$ cat src/rtl/atm_keypad_entry_if.sv
// atm_keypad_entry_if: keypad strobe in, one complete ATM transaction request out.
// The master side drives keys and txn_ready; the slave (entry block) drives the request.
interface atm_keypad_entry_if;
    logic        key_valid;
    logic [3:0]  key_code;
    logic        txn_ready;
    logic        txn_valid;
    logic [2:0]  operation;
    logic [3:0]  acc_num;
    logic [15:0] pin;
    logic [15:0] amount;
    logic [15:0] new_pin;
    logic        language;
    logic [2:0]  entry_state;
    logic [2:0]  digit_count;
    logic        err;
    modport master (
        output key_valid, key_code, txn_ready,
        input  txn_valid, operation, acc_num, pin, amount, new_pin, language,
               entry_state, digit_count, err
    );
    modport slave (
        input  key_valid, key_code, txn_ready,
        output txn_valid, operation, acc_num, pin, amount, new_pin, language,
               entry_state, digit_count, err
    );
endinterface

$ cat src/rtl/atm_keypad_entry.sv
// atm_keypad_entry: keypad keystrokes to one ATM request (account, PIN, operation, amount/new PIN).
// Optional idle-keystroke timeout under macro ENTRY_TIMEOUT_EN.
module atm_keypad_entry #(
    parameter int AMT_DIGITS     = 5,
    parameter int PIN_DIGITS     = 4,
    parameter int TIMEOUT_CYCLES = 1000
) (
    input logic               clk,
    input logic               rst_n,
    atm_keypad_entry_if.slave io_bus
);
    typedef enum logic [2:0] {
        S_IDLE = 3'd0, S_ACC = 3'd1, S_PIN = 3'd2, S_OP = 3'd3,
        S_AMT = 3'd4, S_NEWPIN = 3'd5, S_SEND = 3'd6
    } state_t;

    state_t      r_state;
    logic [3:0]  r_acc;
    logic [15:0] r_pin, r_newpin, r_amt;
    logic [2:0]  r_op, r_cnt;
    logic        r_lang, r_err, r_valid;

    logic        w_digit, w_enter, w_clear, w_cancel, w_lang, w_in_entry, w_timeout, w_abort;
    logic [3:0]  w_d;
    logic [7:0]  w_acc_next;
    logic [19:0] w_amt_next;
    logic [15:0] w_nib;

    assign w_d        = io_bus.key_code;
    assign w_digit    = io_bus.key_valid && w_d <= 4'd9;
    assign w_enter    = io_bus.key_valid && w_d == 4'hA;
    assign w_cancel   = io_bus.key_valid && w_d == 4'hB;
    assign w_clear    = io_bus.key_valid && w_d == 4'hC;
    assign w_lang     = io_bus.key_valid && w_d == 4'hD;
    assign w_in_entry = r_state inside {S_ACC, S_PIN, S_OP, S_AMT, S_NEWPIN};
    assign w_acc_next = {4'd0, r_acc} * 8'd10 + {4'd0, w_d};
    assign w_amt_next = {4'd0, r_amt} * 20'd10 + {16'd0, w_d};
    // Digit placed at the nibble for its position, so the first digit always sits in [15:12]
    assign w_nib      = {w_d, 12'd0} >> {r_cnt[1:0], 2'b00};

`ifdef ENTRY_TIMEOUT_EN
    localparam int TW = $clog2(TIMEOUT_CYCLES + 1);
    logic [TW-1:0] r_tmr;
    assign w_timeout = w_in_entry && !io_bus.key_valid && r_tmr == TW'(TIMEOUT_CYCLES - 1);
    always_ff @(posedge clk or negedge rst_n) begin
        if (!rst_n) r_tmr <= '0;
        else r_tmr <= (w_in_entry && !io_bus.key_valid && !w_timeout) ? r_tmr + 1'b1 : '0;
    end
`else
    assign w_timeout = 1'b0;
`endif

    // SEND leaves only through the handshake; every other state leaves on CANCEL or timeout
    assign w_abort = (r_state == S_SEND) ? io_bus.txn_ready : (w_cancel || w_timeout);

    always_ff @(posedge clk or negedge rst_n) begin
        if (!rst_n) begin
            r_state  <= S_IDLE;
            r_acc    <= '0;
            r_pin    <= '0;
            r_newpin <= '0;
            r_amt    <= '0;
            r_op     <= '0;
            r_cnt    <= '0;
            r_lang   <= 1'b0;
            r_err    <= 1'b0;
            r_valid  <= 1'b0;
        end else begin
            r_err <= 1'b0;
            if (w_abort) begin
                r_state  <= S_IDLE;
                r_acc    <= '0;
                r_pin    <= '0;
                r_newpin <= '0;
                r_amt    <= '0;
                r_op     <= '0;
                r_cnt    <= '0;
                r_valid  <= 1'b0;
                r_err    <= w_timeout;
            end else begin
                case (r_state)
                    S_IDLE: begin
                        if (w_digit) begin
                            r_acc   <= w_d;
                            r_cnt   <= 3'd1;
                            r_state <= S_ACC;
                        end else if (w_lang) r_lang <= ~r_lang;
                    end
                    S_ACC: begin
                        if (w_digit) begin
                            if (r_cnt < 3'd2 && w_acc_next <= 8'd15) begin
                                r_acc <= w_acc_next[3:0];
                                r_cnt <= r_cnt + 3'd1;
                            end else r_err <= 1'b1;
                        end else if (w_enter) begin
                            if (r_cnt != 3'd0) begin
                                r_state <= S_PIN;
                                r_cnt   <= '0;
                            end else r_err <= 1'b1;
                        end else if (w_clear) begin
                            r_acc <= '0;
                            r_cnt <= '0;
                        end
                    end
                    S_PIN, S_NEWPIN: begin
                        if (w_digit) begin
                            if (r_cnt < 3'(PIN_DIGITS)) begin
                                if (r_state == S_PIN) r_pin <= r_pin | w_nib;
                                else r_newpin <= r_newpin | w_nib;
                                r_cnt <= r_cnt + 3'd1;
                            end else r_err <= 1'b1;
                        end else if (w_enter) begin
                            if (r_cnt == 3'(PIN_DIGITS)) begin
                                r_state <= (r_state == S_PIN) ? S_OP : S_SEND;
                                r_valid <= r_state == S_NEWPIN;
                                r_cnt   <= '0;
                            end else r_err <= 1'b1;
                        end else if (w_clear) begin
                            if (r_state == S_PIN) r_pin <= '0;
                            else r_newpin <= '0;
                            r_cnt <= '0;
                        end
                    end
                    S_OP: begin
                        if (w_digit) begin
                            if (w_d >= 4'd1 && w_d <= 4'd4) begin
                                r_op  <= w_d[2:0];
                                r_cnt <= 3'd1;
                            end else r_err <= 1'b1;
                        end else if (w_enter) begin
                            if (r_op != 3'd0) begin
                                r_state <= (r_op == 3'd1) ? S_SEND : (r_op == 3'd4) ? S_NEWPIN : S_AMT;
                                r_valid <= r_op == 3'd1;
                                r_cnt   <= '0;
                            end else r_err <= 1'b1;
                        end else if (w_clear) begin
                            r_op  <= '0;
                            r_cnt <= '0;
                        end
                    end
                    S_AMT: begin
                        if (w_digit) begin
                            if (r_cnt < 3'(AMT_DIGITS) && w_amt_next <= 20'd65535) begin
                                r_amt <= w_amt_next[15:0];
                                r_cnt <= r_cnt + 3'd1;
                            end else r_err <= 1'b1;
                        end else if (w_enter) begin
                            if (r_amt != 16'd0) begin
                                r_state <= S_SEND;
                                r_valid <= 1'b1;
                                r_cnt   <= '0;
                            end else r_err <= 1'b1;
                        end else if (w_clear) begin
                            r_amt <= '0;
                            r_cnt <= '0;
                        end
                    end
                    S_SEND: ;
                    default: r_state <= S_IDLE;
                endcase
            end
        end
    end

    assign io_bus.txn_valid   = r_valid;
    assign io_bus.operation   = r_op;
    assign io_bus.acc_num     = r_acc;
    assign io_bus.pin         = r_pin;
    assign io_bus.amount      = r_amt;
    assign io_bus.new_pin     = r_newpin;
    assign io_bus.language    = r_lang;
    assign io_bus.entry_state = r_state;
    assign io_bus.digit_count = r_cnt;
    assign io_bus.err         = r_err;
endmodule

$ cat src/flat_wrapper.sv
// flat-port wrapper written by rule: the top's interface ports become plain ports
module atm_keypad_entry_flat 
#(
    parameter int AMT_DIGITS     = 5,
    parameter int PIN_DIGITS     = 4,
    parameter int TIMEOUT_CYCLES = 1000
)
  (clk, rst_n, io_bus_key_valid, io_bus_key_code, io_bus_txn_ready, io_bus_txn_valid, io_bus_operation, io_bus_acc_num, io_bus_pin, io_bus_amount, io_bus_new_pin, io_bus_language, io_bus_entry_state, io_bus_digit_count, io_bus_err);
  atm_keypad_entry_if io_bus_i ();
  input logic clk;
  input logic rst_n;
  input wire logic [$bits(io_bus_i.key_valid)-1:0] io_bus_key_valid;
  input wire logic [$bits(io_bus_i.key_code)-1:0] io_bus_key_code;
  input wire logic [$bits(io_bus_i.txn_ready)-1:0] io_bus_txn_ready;
  output wire logic [$bits(io_bus_i.txn_valid)-1:0] io_bus_txn_valid;
  output wire logic [$bits(io_bus_i.operation)-1:0] io_bus_operation;
  output wire logic [$bits(io_bus_i.acc_num)-1:0] io_bus_acc_num;
  output wire logic [$bits(io_bus_i.pin)-1:0] io_bus_pin;
  output wire logic [$bits(io_bus_i.amount)-1:0] io_bus_amount;
  output wire logic [$bits(io_bus_i.new_pin)-1:0] io_bus_new_pin;
  output wire logic [$bits(io_bus_i.language)-1:0] io_bus_language;
  output wire logic [$bits(io_bus_i.entry_state)-1:0] io_bus_entry_state;
  output wire logic [$bits(io_bus_i.digit_count)-1:0] io_bus_digit_count;
  output wire logic [$bits(io_bus_i.err)-1:0] io_bus_err;
  assign io_bus_i.key_valid = io_bus_key_valid;
  assign io_bus_i.key_code = io_bus_key_code;
  assign io_bus_i.txn_ready = io_bus_txn_ready;
  assign io_bus_txn_valid = io_bus_i.txn_valid;
  assign io_bus_operation = io_bus_i.operation;
  assign io_bus_acc_num = io_bus_i.acc_num;
  assign io_bus_pin = io_bus_i.pin;
  assign io_bus_amount = io_bus_i.amount;
  assign io_bus_new_pin = io_bus_i.new_pin;
  assign io_bus_language = io_bus_i.language;
  assign io_bus_entry_state = io_bus_i.entry_state;
  assign io_bus_digit_count = io_bus_i.digit_count;
  assign io_bus_err = io_bus_i.err;
  atm_keypad_entry #(.AMT_DIGITS(AMT_DIGITS), .PIN_DIGITS(PIN_DIGITS), .TIMEOUT_CYCLES(TIMEOUT_CYCLES)) u_core (.clk(clk), .rst_n(rst_n), .io_bus(io_bus_i));
endmodule
$ cat config.mk
export PLATFORM = sky130hd
export DESIGN_NAME = atm_keypad_entry_flat
export DESIGN_NICKNAME = d
export VERILOG_FILES = /design/src/rtl/atm_keypad_entry_if.sv /design/src/rtl/atm_keypad_entry.sv /design/src/flat_wrapper.sv
export SDC_FILE = /design/constraint.sdc
export NUM_CORES = 1
export LEC_CHECK = 0
export CAP_MARGIN = 20
export CELL_PAD_IN_SITES_DETAIL_PLACEMENT = 2
export CELL_PAD_IN_SITES_GLOBAL_PLACEMENT = 2
export CORE_ASPECT_RATIO = 0.75
export CORE_MARGIN = 5
export CORE_UTILIZATION = 30
export CTS_BUF_LIST = sky130_fd_sc_hd__clkbuf_4
export CTS_CLUSTER_DIAMETER = 30
export DETAILED_ROUTE_END_ITERATION = 10
export PLACE_DENSITY_LB_ADDON = 0.1
export SYNTH_ARGS = -nofsm -noshare
export SYNTH_HDL_FRONTEND = slang
export SYNTH_SLANG_ARGS = --single-unit
$ cat constraint.sdc
create_clock -name clk -period 7.5 [get_ports clk]
set_clock_uncertainty 0.2 [all_clocks]
set_input_delay 1.5 -clock clk [delete_from_list [all_inputs] [get_ports clk]]
set_output_delay 1.5 -clock clk [all_outputs]
set_load 0.005 [all_outputs]
* After elaboration in Yosys (flattened, before gate mapping)
Cells that the tools add are included.
Storage, ports and cells: bits in registers 64, input port bits 8, output and inout port bits 64, word-level logic and storage cells 205
Cells by class: add/sub/neg operators 3, multipliers 2, order comparisons 8, eq/ne operators 44, shift-type cells 1, muxes and demuxes 102, bitwise operators 5, reductions and logical operators 30
Operator list (number):
- 2-to-1 mux 16 bit | 22
- 2-to-1 mux 3 bit | 40
- OR 16 bit | 2
- 2-to-1 mux 1 bit | 29
- inequality test 3 bit (second input constant) | 9
- 2-to-1 mux 4 bit | 6
- inequality test 3 x 1 -> 1 bit (second input constant) | 7
- adder 20 x 4 -> 20 bit | 1
- less-or-equal comparator 20 x 16 -> 1 bit (second input constant) | 1
- inequality test 5 x 4 -> 1 bit (second input constant) | 4
- AND reduction 10 bit | 2
- multiplier 16 x 3 -> 19 bit (second input constant) | 1
- case mux 3 bit (6 select lines) | 1
- equality test 4 bit (second input constant) | 4
- inequality test 4 bit (second input constant) | 4
- nonzero test 16 bit | 1
- right shift 16 x 4 -> 16 bit | 1
- equality test 3 bit (second input constant) | 5
- case mux 3 bit (5 select lines) | 1
- nonzero test 3 bit | 5
- AND reduction 14 bit | 1
- inequality test 3 x 2 -> 1 bit (second input constant) | 4
- AND reduction 4 bit | 3
- AND reduction 6 bit | 2
- 25 further kinds | 39

* Depth between registers and ports, before layout
Gate-level depths: netlist (run 1).
depth in word-level cells 8, mapped depth 13, depth with buffers taken out 12

* Worst setup path before layout (run 1)
Ideal clock, no wire load.
kind input-to-reg, start input io_bus_key_code[3], end register u_core.r_amt[11], in the netlist u_core.io_bus.amount[11], library setup time 0.121 ns, arrival 4.256 ns, data required time 7.179 ns, setup slack 2.923 ns, stages on the path 11, buffers on the path 1, path through ha_1 -> nand3_1 -> o21ai_0 -> nand2_1 -> nand4b_1 -> or4_4 -> or4_4 -> a21oi_2 -> o211ai_4 -> buf_6 -> a32o_2
Between the ends: longest elaborated chain between the ends 5, elaborated cells between the ends (all ways) 21, classes of those cells add/sub: 1; order compare: 2; eq/ne: 5; mux: 5; reduce/logical: 8
Ends and longest elaborated chain:
- from (decl) | line flat_wrapper.sv:13 | input wire logic [$bits(io_bus_i.key_code)-1:0] io_bus_key_code;
- adder 20 x 4 -> 20 bit, or another cell as far along | line atm_keypad_entry.sv:37 | assign w_amt_next = {4'd0, r_amt} * 20'd10 + {16'd0, w_d};
- less-or-equal comparator 20 x 16 -> 1 bit, or another cell as far along | line atm_keypad_entry.sv:143 | if (r_cnt < 3'(AMT_DIGITS) && w_amt_next <= 20'd65535) begin
- logical AND 1 bit, or another cell as far along | line atm_keypad_entry.sv:143
- inequality test 3 bit (no line), or another cell as far along
- AND reduction 4 bit (no line) or 2-to-1 mux 16 bit (tied branches)
- to (signal assigned) | line atm_keypad_entry.sv:144 | r_amt <= w_amt_next[15:0];
- to (decl) | line atm_keypad_entry.sv:19 | logic [15:0] r_pin, r_newpin, r_amt;
Several ways; a longest one is shown, not always the timed one. The select of a mux whose other input is x is not followed. A chain may end at the register's enable or synchronous reset.

* Final worst setup path (run 1)
start register u_core.r_amt[1], in the netlist u_core.io_bus.amount[1], end register u_core.r_amt[8], in the netlist u_core.io_bus.amount[8]
Between the ends: longest elaborated chain between the ends 6, elaborated cells between the ends (all ways) 10, classes of those cells add/sub: 1; mul: 1; order compare: 1; eq/ne: 1; mux: 4; reduce/logical: 2
Ends and longest elaborated chain (line):
- multiplier 16 x 3 -> 19 bit * | atm_keypad_entry.sv:37
- adder 20 x 4 -> 20 bit * | atm_keypad_entry.sv:37
- less-or-equal comparator 20 x 16 -> 1 bit or 2-to-1 mux 16 bit (tied branches) | atm_keypad_entry.sv:143
- logical AND 1 bit or 2-to-1 mux 16 bit (tied branches) | atm_keypad_entry.sv:143, atm_keypad_entry.sv:142
- inequality test 3 bit (no line) or 2-to-1 mux 16 bit (tied branches)
- AND reduction 4 bit (no line) or 2-to-1 mux 16 bit (tied branches)
Every way passes the cells marked *; elsewhere a longest branch is shown, timed or not. The select of a mux whose other input is x is not followed.

==> flow_summary.toml, run 1 <==
[power]
p_leak_nw = 2.645
ir_drop_mv = 0.1351
powerDensity_nw_per_um2 = 331.3
sequentialPowerShare = 0.332
p_sw_w = 0.0008500
clkPwrFrac = 0.155
combPwrFrac = 0.514
p_sw_frac = 0.4429
power.internal_w = 0.001069

[timing]
max_freq_mhz = 193.5
slew_headroom = 0.4082
rsz0062_at_grt = "false"
post-route-min-period_ns = 5.168
finalCritPeriodShare = 0.6891
finalSetupViolCount = 0
tns_ns = 0
slew_violations = 0
hold_violations = 0
tightest_slew_ns = 0.8878

[route]
wl_per_cell_um = 21.93
vias = 4564
drt_iter0_markers = 219
dr.pass1.iters = 4
wl_mm = 17.90
ant_nets = 0
vias_per_cell = 5.593
remaining_drc_errors = 0

[cts]
cts_resized = 0
htree_levels = 3
path_clk_slew_ns = 0.13
numCtsBuffers = 9
cts_hold_buffers = 0
clk_latency_ns = 0.45
cts_tree = "yes"
post_cts_buffers = 0
cts_buffer_depth = 2
clock-sinks = 64
cts-root-buf = "clkbuf_4"

[worst_setup_path]
crit_chain = "ha_1, ha_1, fa_1, a21o_1, a221oi_1, xnor2_1, nand4_1, or4_4, or4_4, a21oi_2, o211ai_4, a32o_2"
crit_fanout = 15
cpPeakStageDelay_ns = 0.63
worst_path_max_delay_cell = "a221oi_1"
worstPathArrival_ns = 5.31
cp-end-kind = "flop"
startpoint_type = "flop"
cp_data_required_time_ns = 7.64
crit_buf_inv = 0
critPathKind = "flop to flop"
critPathTopFamily = "compound AO/OA/AOI/OAI gates"

[grt]
grt_max_degree = 65
grt_pass1_vias = 4967
grt_pass1_wl_mm = 28.90
grt.overflow.total = 0
antenna_found_initial = 0
grt.total_usage = 0.1946

[yosys]
yosysUniqueCellTypes = 74
synthCells = 542
synth-edff-count = 0
async_flop_share = 1.000
synth.avg_cell_area_um2 = 8.775
synth_top_cell_area_share = 0.3368
ys_top_cells_by_area = "dfrtp_1, ha_1, a21oi_1, nor2_1, nand2_1"
yosys_warnings = 0
synth_ff_type = "dfrtp_1"
yosysTopAreaCell = "dfrtp_1"
ys_seq_area_frac = 0.3368
synth_seq_cells = 64
syn_area_um2 = 4756
synth_fp_nets = 594

[die]
start_util = 0.3094
dieHeight_um = 119.0
io_pins = 72
die_w_um = 155.4
core_um2 = 15370
dieArea_um2 = 18500
rows = 39

[final_layout]
regArea_um2 = 1602
multiInputGateArea_um2 = 2957
post-route-cell-area_um2 = 5793
diodes = 0
syn_to_final_growth_pct = 21.81
fillers = 1740
final_nets = 658
drive_above_1_share = 0.08511

[placed_design]
placed_area_um2 = 5610
gp_congestion = 0.8212
place_hpwl_mm = 13.26
io_buffers = 71

[min_path]
hp-class = "flop to flop"

[status]
status = "complete, no violations"

[run]
maxCapViolCount = 0
flip-flops by register name (all words and copies together) (netlist names):
name,cells
u_core.io_bus.txn_valid,1
u_core.io_bus.err,1
u_core.io_bus.operation,3
u_core.io_bus.pin,16
u_core.io_bus.new_pin,16
u_core.io_bus.acc_num,4
u_core.io_bus.amount,16
u_core.io_bus.language,1
u_core.io_bus.entry_state,3
u_core.io_bus.digit_count,3
power groups by stage:
stage / clock [W] / combinational, W / sequential, W
after detailed placement: 0 / 0.000983 / 0.000642
after global routing: 0.000318 / 0.00109 / 0.000659
after global placement: 0 / 0.000952 / 0.000635
after CTS: 0.000309 / 0.000993 / 0.000639
final: 0.000297 / 0.000985 / 0.000636
after floorplan: 0 / 0.000572 / 0.000567
cells by family after synthesis:
group,Yosys count,share of synthesized area
multiplexers,9,0.01921
AND/OR/NAND/NOR,193,0.1876
buffers and inverters,38,0.04157
AO/OA/AOI/OAI,169,0.2468
flip-flops,64,0.3368
adder cells (fa/ha/maj),44,0.1221
XOR/XNOR,25,0.04604
Yosys cell counts, types with 3 or more instances:
master	instances
a211o_1	3
a211oi_1	3
a21o_1	8
a21oi_1	63
a221oi_1	4
a31oi_1	5
a32o_1	7
a32o_2	4
buf_4	8
clkbuf_1	14
dfrtp_1	64
fa_1	4
ha_1	40
inv_1	12
mux2i_1	8
nand2_1	51
nand2b_1	3
nand3_1	16
nand4_1	7
nor2_1	79
nor2b_1	4
nor3_1	7
nor4_1	4
o211ai_1	3
o21ai_0	24
o22ai_1	3
o31ai_1	6
or2_2	3
or3_1	3
xnor2_1	13
xor2_1	12
cell type report:
class | instances | area share
multi-input cells | 440 | 0.5104
inverters | 12 | 0.007775
repair buffers | 79 | 0.1322
clock inverters | 7 | 0.01728
well taps | 205 | 0.04428
clock buffers | 9 | 0.01166
flip-flops and latches | 64 | 0.2765
path summary, 6_finish.rpt:
kind	from	end	slack, ns	cells past startpoint
setup / recovery	u_core.io_bus.amount[1]$_DFFE_PN0P_	u_core.io_bus.amount[8]$_DFFE_PN0P_	2.33	12
max in group asynchronous	rst_n	u_core.io_bus.pin[4]$_DFFE_PN0P_	5.47	2
hold / removal	u_core.io_bus.new_pin[11]$_DFFE_PN0P_	u_core.io_bus.new_pin[11]$_DFFE_PN0P_	0.32	2
setup reg to reg	u_core.io_bus.amount[1]$_DFFE_PN0P_	u_core.io_bus.amount[8]$_DFFE_PN0P_	2.33	12
min in group asynchronous	rst_n	u_core.io_bus.entry_state[1]$_DFFE_PN0P_	1.03	2
hold reg to reg	u_core.io_bus.new_pin[11]$_DFFE_PN0P_	u_core.io_bus.new_pin[11]$_DFFE_PN0P_	0.32	2
tightest hold or removal path: cells and delay by family (launching register included):
| kind | cells | cell delay [ns] |
|---|---|---|
| compound gates | 1 | 0.04 |
| flops | 1 | 0.37 |
| simple gates | 1 | 0.07 |
metal layers:
layer	up-vias	global-route usage	routed length (um)
met5	-	0	0
met4	0	0.02460	108
met3	9	0.03735	736
met2	96	0.2803	7542
met1	2329	0.3072	9509
li1	2130	-	-
per-stage QoR:
step | utilization | setup slack (ns) | std cells | power (W) | hold slack [ns]
after detailed placement | 0.3650 | 1.903 | 798 | 0.001625 | 0.2871
after global placement | 0.3650 | 1.972 | 798 | 0.001587 | 0.2837
final | 0.3769 | 2.332 | 816 | 0.001919 | 0.3162
after global routing | 0.3769 | 2.114 | 816 | 0.002069 | 0.3446
after floorplan | - | 2.923 | 542 | 0.001139 | 0.2686
after CTS | 0.3759 | 2.356 | 814 | 0.001941 | 0.3259
cell usage in the layout, fill, tap and decap left out, types with 3 or more instances in the layout:
cell	synthesis	routed
inv_6	0	3
nand4_1	7	7
inv_1	12	12
nand2_1	51	51
a21oi_1	63	63
nor4_1	4	4
ha_1	40	40
a211o_1	3	3
a31oi_1	5	5
o21ai_0	24	24
clkdlybuf4s50_1	0	70
or3_1	3	3
fa_1	4	4
o22ai_1	3	3
a21o_1	8	8
a211oi_1	3	3
a32o_2	4	4
xnor2_1	13	13
buf_4	8	8
o31ai_1	6	6
nand2b_1	3	3
o211ai_1	3	3
or2_2	3	3
nor2_1	79	79
clkbuf_4	0	9
xor2_1	12	12
mux2i_1	8	8
nand3_1	16	16
a32o_1	7	7
dfrtp_1	64	64
nor3_1	7	7
a221oi_1	4	4
nor2b_1	4	4
Note: power is estimated with default switching activity, not from simulation.
==> inputs of run 2 (changes only) <==
==> constraint.sdc (replaced) <==
create_clock -name clk -period 4.5 [get_ports clk]
set_clock_uncertainty 0.2 [all_clocks]
set_input_delay 0.9 -clock clk [delete_from_list [all_inputs] [get_ports clk]]
set_output_delay 0.9 -clock clk [all_outputs]
set_load 0.005 [all_outputs]
==> run 2 against run 1 <==
Net effect:
- count of clock-buffer cells in the layout is the same
- fmax is 18% higher
- critical path type unchanged
- via count increased by 4.5%
- combinational power increased by 86%
- critical path depth did not move
- sequential cell count is the same
- highest routed layer unchanged
- sequential share of layout area decreased by 1.9 points
- first-iteration DRC count rose by 9.6%
- cell area increased by 7.2%
- die area did not move
==> flow_summary.toml, run 2 (same netlist as run 1, synthesis figures left out) <==
[timing]
post-route-min-period_ns = 4.390
tightest_slew_ns = 0.8277
slew_headroom = 0.4462
hold_violations = 0
finalSetupViolCount = 0
tns_ns = 0
max_freq_mhz = 227.8
slew_violations = 0
hold_slack_ns = 0.2838
finalCritPeriodShare = 0.9755

[final_layout]
drive_above_1_share = 0.1642
fillers = 1730
diodes = 0
regArea_um2 = 1602
layout_common_cells = "nor2_1, clkdlybuf4s50_1, dfrtp_1, a21oi_1, buf_4"
multiInputGateArea_um2 = 2984
syn_to_final_growth_pct = 30.60
post-route-cell-area_um2 = 6211
stdcell_count = 869
final_nets = 711
layout_commonest_cell = "nor2_1"

[power]
p_total_w = 0.003276
p_leak_nw = 2.890
powerDensity_nw_per_um2 = 527.5
ir_drop_mv = 0.2448

[die]
start_util = 0.3094
rows = 39
dieHeight_um = 119.0
io_pins = 72
die_w_um = 155.4
dieArea_um2 = 18500
core_um2 = 15370

[status]
status = "complete, no violations"

[grt]
grt.overflow.total = 0
grt_max_degree = 36
antenna_found_initial = 0
grt_pass1_wl_mm = 30.18
grt.total_usage = 0.2044
grt_pass1_vias = 5175

[cts]
clock-sinks = 64
htree_levels = 3
cts_tree = "yes"
numCtsBuffers = 9
cts-root-buf = "clkbuf_4"
clk_latency_ns = 0.44
path_clk_slew_ns = 0.13
cts_hold_buffers = 0
cts_buffer_depth = 2

[worst_setup_path]
r2r_slack_ns = 0.11
rr_endpoint = "u_core.io_bus.digit_count[2]$_DFFE_PN0P_"
cp_data_required_time_ns = 4.69
reg2reg_from = "u_core.io_bus.amount[1]$_DFFE_PN0P_"
cp-end-kind = "flop"
rr_worst_depth = 12
worstPathArrival_ns = 4.58
crit_fanout = 3
critPathKind = "flop to flop"
startpoint_type = "flop"

[route]
wl_mm = 18.87
vias_per_cell = 5.488
wl_per_cell_um = 21.72
remaining_drc_errors = 0
ant_nets = 0
dr.pass1.iters = 4
vias = 4769
drt_iter0_markers = 240

[placed_design]
gp_congestion = 0.8530
io_buffers = 71
place_hpwl_mm = 14.52
placed_area_um2 = 5963
dp_cells = 845

[run]
maxCapViolCount = 0

[min_path]
hp-class = "input pin to async pin"
-- run 2: metrics by stage --
step	util	worst slack, ns
3_3_place_gp	0.3880	-0.0006990
5_1_grt	0.4041	-0.04516
4_1_cts	0.4000	0.007828
3_5_place_dp	0.3880	-0.1642
2_1_floorplan	-	0.04771
6_report	0.4041	0.1101
-- run 2: where the power goes --
group          internal (W)  total [W]  switching (W)  leakage [nW]
logic              0.000901    0.00183       0.000930          1.96
clock network      0.000174   0.000431       0.000257        0.0731
registers          0.000770    0.00101       0.000245         0.857
total               0.00185    0.00328        0.00143          2.89
-- run 2: cell type report --
type / instances / share of cell area
Clock inverter: 7 / 0.01289
Inverter: 12 / 0.007252
Clock buffer: 9 / 0.01088
Multi-Input combinational cell: 440 / 0.4805
Tap cell: 205 / 0.04130
Sequential cell: 64 / 0.2579
Timing Repair Buffer: 132 / 0.1894
-- run 2: critical path, cell delays in order (launching register included) --
cell	delay (ns)
dfrtp_1	0.40
ha_1	0.30
ha_2	0.22
fa_2	0.40
a21o_1	0.23
a221oi_2	0.31
xnor2_1	0.18
nand4_1	0.17
or4_4	0.59
or4_4	0.53
a211o_1	0.32
a2111oi_2	0.36
a211o_1	0.14
-- run 2: metal layers --
metal	vias up	GRT usage	wire (um)
met4	0	0.03062	142
met3	12	0.04496	822
li1	2233	-	-
met2	94	0.2978	8055
met1	2430	0.3143	9851
met5	-	0	0
-- run 2: what timing repair did --
action / 4_1_cts / 5_1_grt
gates resized for setup: 2 / 5
pin swaps: 1 / 5
buffers inserted: 2 / 4
endpoints found under the setup margin: 19 / 19
-- run 2: worst max path at each step --
stage	from	endpoint	slack, ns
CTS	u_core.io_bus.amount[1]$_DFFE_PN0P_	u_core.io_bus.digit_count[1]$_DFFE_PN0P_	0.008
finish	u_core.io_bus.amount[1]$_DFFE_PN0P_	u_core.io_bus.digit_count[2]$_DFFE_PN0P_	0.11
detailed placement	io_bus_key_code[3]	u_core.io_bus.amount[9]$_DFFE_PN0P_	-0.16
global route	u_core.io_bus.amount[6]$_DFFE_PN0P_	u_core.io_bus.digit_count[1]$_DFFE_PN0P_	-0.05
floorplan	u_core.io_bus.amount[1]$_DFFE_PN0P_	u_core.io_bus.amount[5]$_DFFE_PN0P_	0.05
global placement	io_bus_key_code[2]	u_core.io_bus.amount[5]$_DFFE_PN0P_	-0.0007
==> variant: new RTL, config.mk and constraints of run 2 <==
Add a define of `ENTRY_TIMEOUT_EN`.
--- a/src/rtl/atm_keypad_entry.sv
+++ b/src/rtl/atm_keypad_entry.sv
@@ -1,5 +1,7 @@
 // atm_keypad_entry: keypad keystrokes to one ATM request (account, PIN, operation, amount/new PIN).
 // Optional idle-keystroke timeout under macro ENTRY_TIMEOUT_EN.
+`define ENTRY_TIMEOUT_EN
+
 module atm_keypad_entry #(
     parameter int AMT_DIGITS     = 5,
     parameter int PIN_DIGITS     = 4,
Formal check against the unedited RTL: same outputs for any inputs over 4 cycles, from zero or initial values and one cycle with rst_n low; that may be too few to reach the edited logic, so the function may still have changed.
==> variant against run 2 <==
Total power decreased by 6.2%; area after synthesis increased by 9.1%; first-iteration DRC count decreased by 31%; non-clock buffer count decreased by 38; core utilization decreased by 2.8 points; sequential cell count increased by 10; setup slack improved by 0.087 ns; wire length decreased by 4.1%; final area increased by 2.5%; die area increased by 8.4%; worst hold slack got worse by 0.13 ns; critical path type unchanged; largest cell class unchanged; highest routed layer unchanged.
==> variant: results (changes against run 2) <==
- Mux contribution to synthesized area: 0.0188 (-0.000401)
- Combinational share of power: 0.532 (-0.027)
- Met1 wire length: 9920 µm (+0.74%)
- Reg clk slew, reported paths: 0.15 ns (+0.02 ns)
- Post-Place Cells: 848 (+0.36%)
- Final net count: 698 (-1.8%)
- Worst VDD drop: 0.240 mV (-1.9%)
- Non-clock buffers, area share: 0.142 (-0.0478)
- Status: finished, final reports clean
- Worst r2r src: u_core.io_bus.amount[3]$_DFFE_PN0P_
- Ratio of cells with drive above 1 in the final layout: 0.123 (-0.0411)
- Compound-Gate Fraction of Synth Area: 0.216 (-0.0303)
- GR Util met1: 0.289 (-0.0256)
- Crit Reg-Reg Endpoint: u_core.io_bus.amount[6]$_DFFE_PN0P_
- Part of the power in registers: 0.329 (+0.019)
- Crit path max fanout: 10 (+7)
- Starting DRC count in detailed routing: 165 (-31%)
- Multi-input combinational area share: 0.496 (+0.0156)
- Largest net degree at the start of global routing: 75 (+110%)
- Number of global-route vias before repair: 5032 (-2.8%)
- WL/cell: 20.9 µm (-3.7%)
- Final wirelength: 18100 µm (-4.1%)
- Post-Synthesis Cells: 567 (+4.6%)
- GR Layer Usage met2: 0.266 (-0.0314)
- Adder-cell share of the synthesized area: 0.114 (-0.00780)
- Hpwl dp: 13900 µm (-4.5%)
- Post-CTS setup buffers: 0 (-2)
- Met3 WL: 496 µm (-40%)
- Post-Place Cell Area: 6180 µm² (+3.7%)
- Clock sink total: 74 (+16%)
- Setup slack, reg-to-reg: 0.20 ns (+0.09 ns)
- Final GP Congestion: 0.824 (-3.4%)
- Power per Cell Area: 483 nW/µm² (-8.4%)
- Syn Nets: 620 (+4.4%)
- Count of non-CTS buffers in the layout: 94 (-29%)
- Fraction of area in clock buffers and inverters: 0.0218 (-0.00195)
- Storage cell area: 1850 µm² (+16%)
- M3 GR Usage: 0.0318 (-0.0132)
- Comb_multi_in: 454 (+3.2%)
- Core Rows: 41 (+5.1%)
- GRT Total Usage: 0.184 (-0.0203)
- Vias per cell: 5.49 (+0.13%)
- Synth top area cells: dfrtp_1, ha_1, nor2_1, a21oi_1, nand2_1
- Reg2reg path depth: 12 (unchanged)
- P_leak: 0.00284 µW (-1.8%)
- P_int: 1660 µW (-9.8%)
- Worst Tran Pin Value: 0.880 ns (+0.0525 ns)
- Unique masters post-synth: 78 (+5.4%)
- First-pass GRT wire length: 29200 µm (-3.4%)
==> variant: changes by cell type after synthesis, moves of 6 or more <==
cell     before  now
a21oi_1      63   37
nand3_1      16   33
nor2_1       79   65
o21ai_2       0   11
dfrtp_1      64   74
buf_4         8    1
a32o_1        7   13
xnor2_1      13   19
==> variant: how the worst max path moves through the flow <==
| stage | endpoint | slack (ns) | cells after the start |
|---|---|---|---|
| global placement | u_core.io_bus.amount[1]$_DFFE_PN0P_ | 0.26 | 12 |
| detailed placement | u_core.io_bus.amount[1]$_DFFE_PN0P_ | 0.13 | 12 |
| global route | u_core.io_bus.amount[6]$_DFFE_PN0P_ | 0.01 | 12 |
| finish | u_core.io_bus.amount[6]$_DFFE_PN0P_ | 0.20 | 12 |
| CTS | u_core.io_bus.amount[1]$_DFFE_PN0P_ | 0.11 | 12 |
| floorplan | u_core.io_bus.err$_DFF_PN0_ | 0.53 | 12 |
==> variant: repair_timing <==
action / CTS / global route
setup endpoints to repair: 0 / 5
gates resized for setup: 0 / 3
hold buffers: 0 / 0
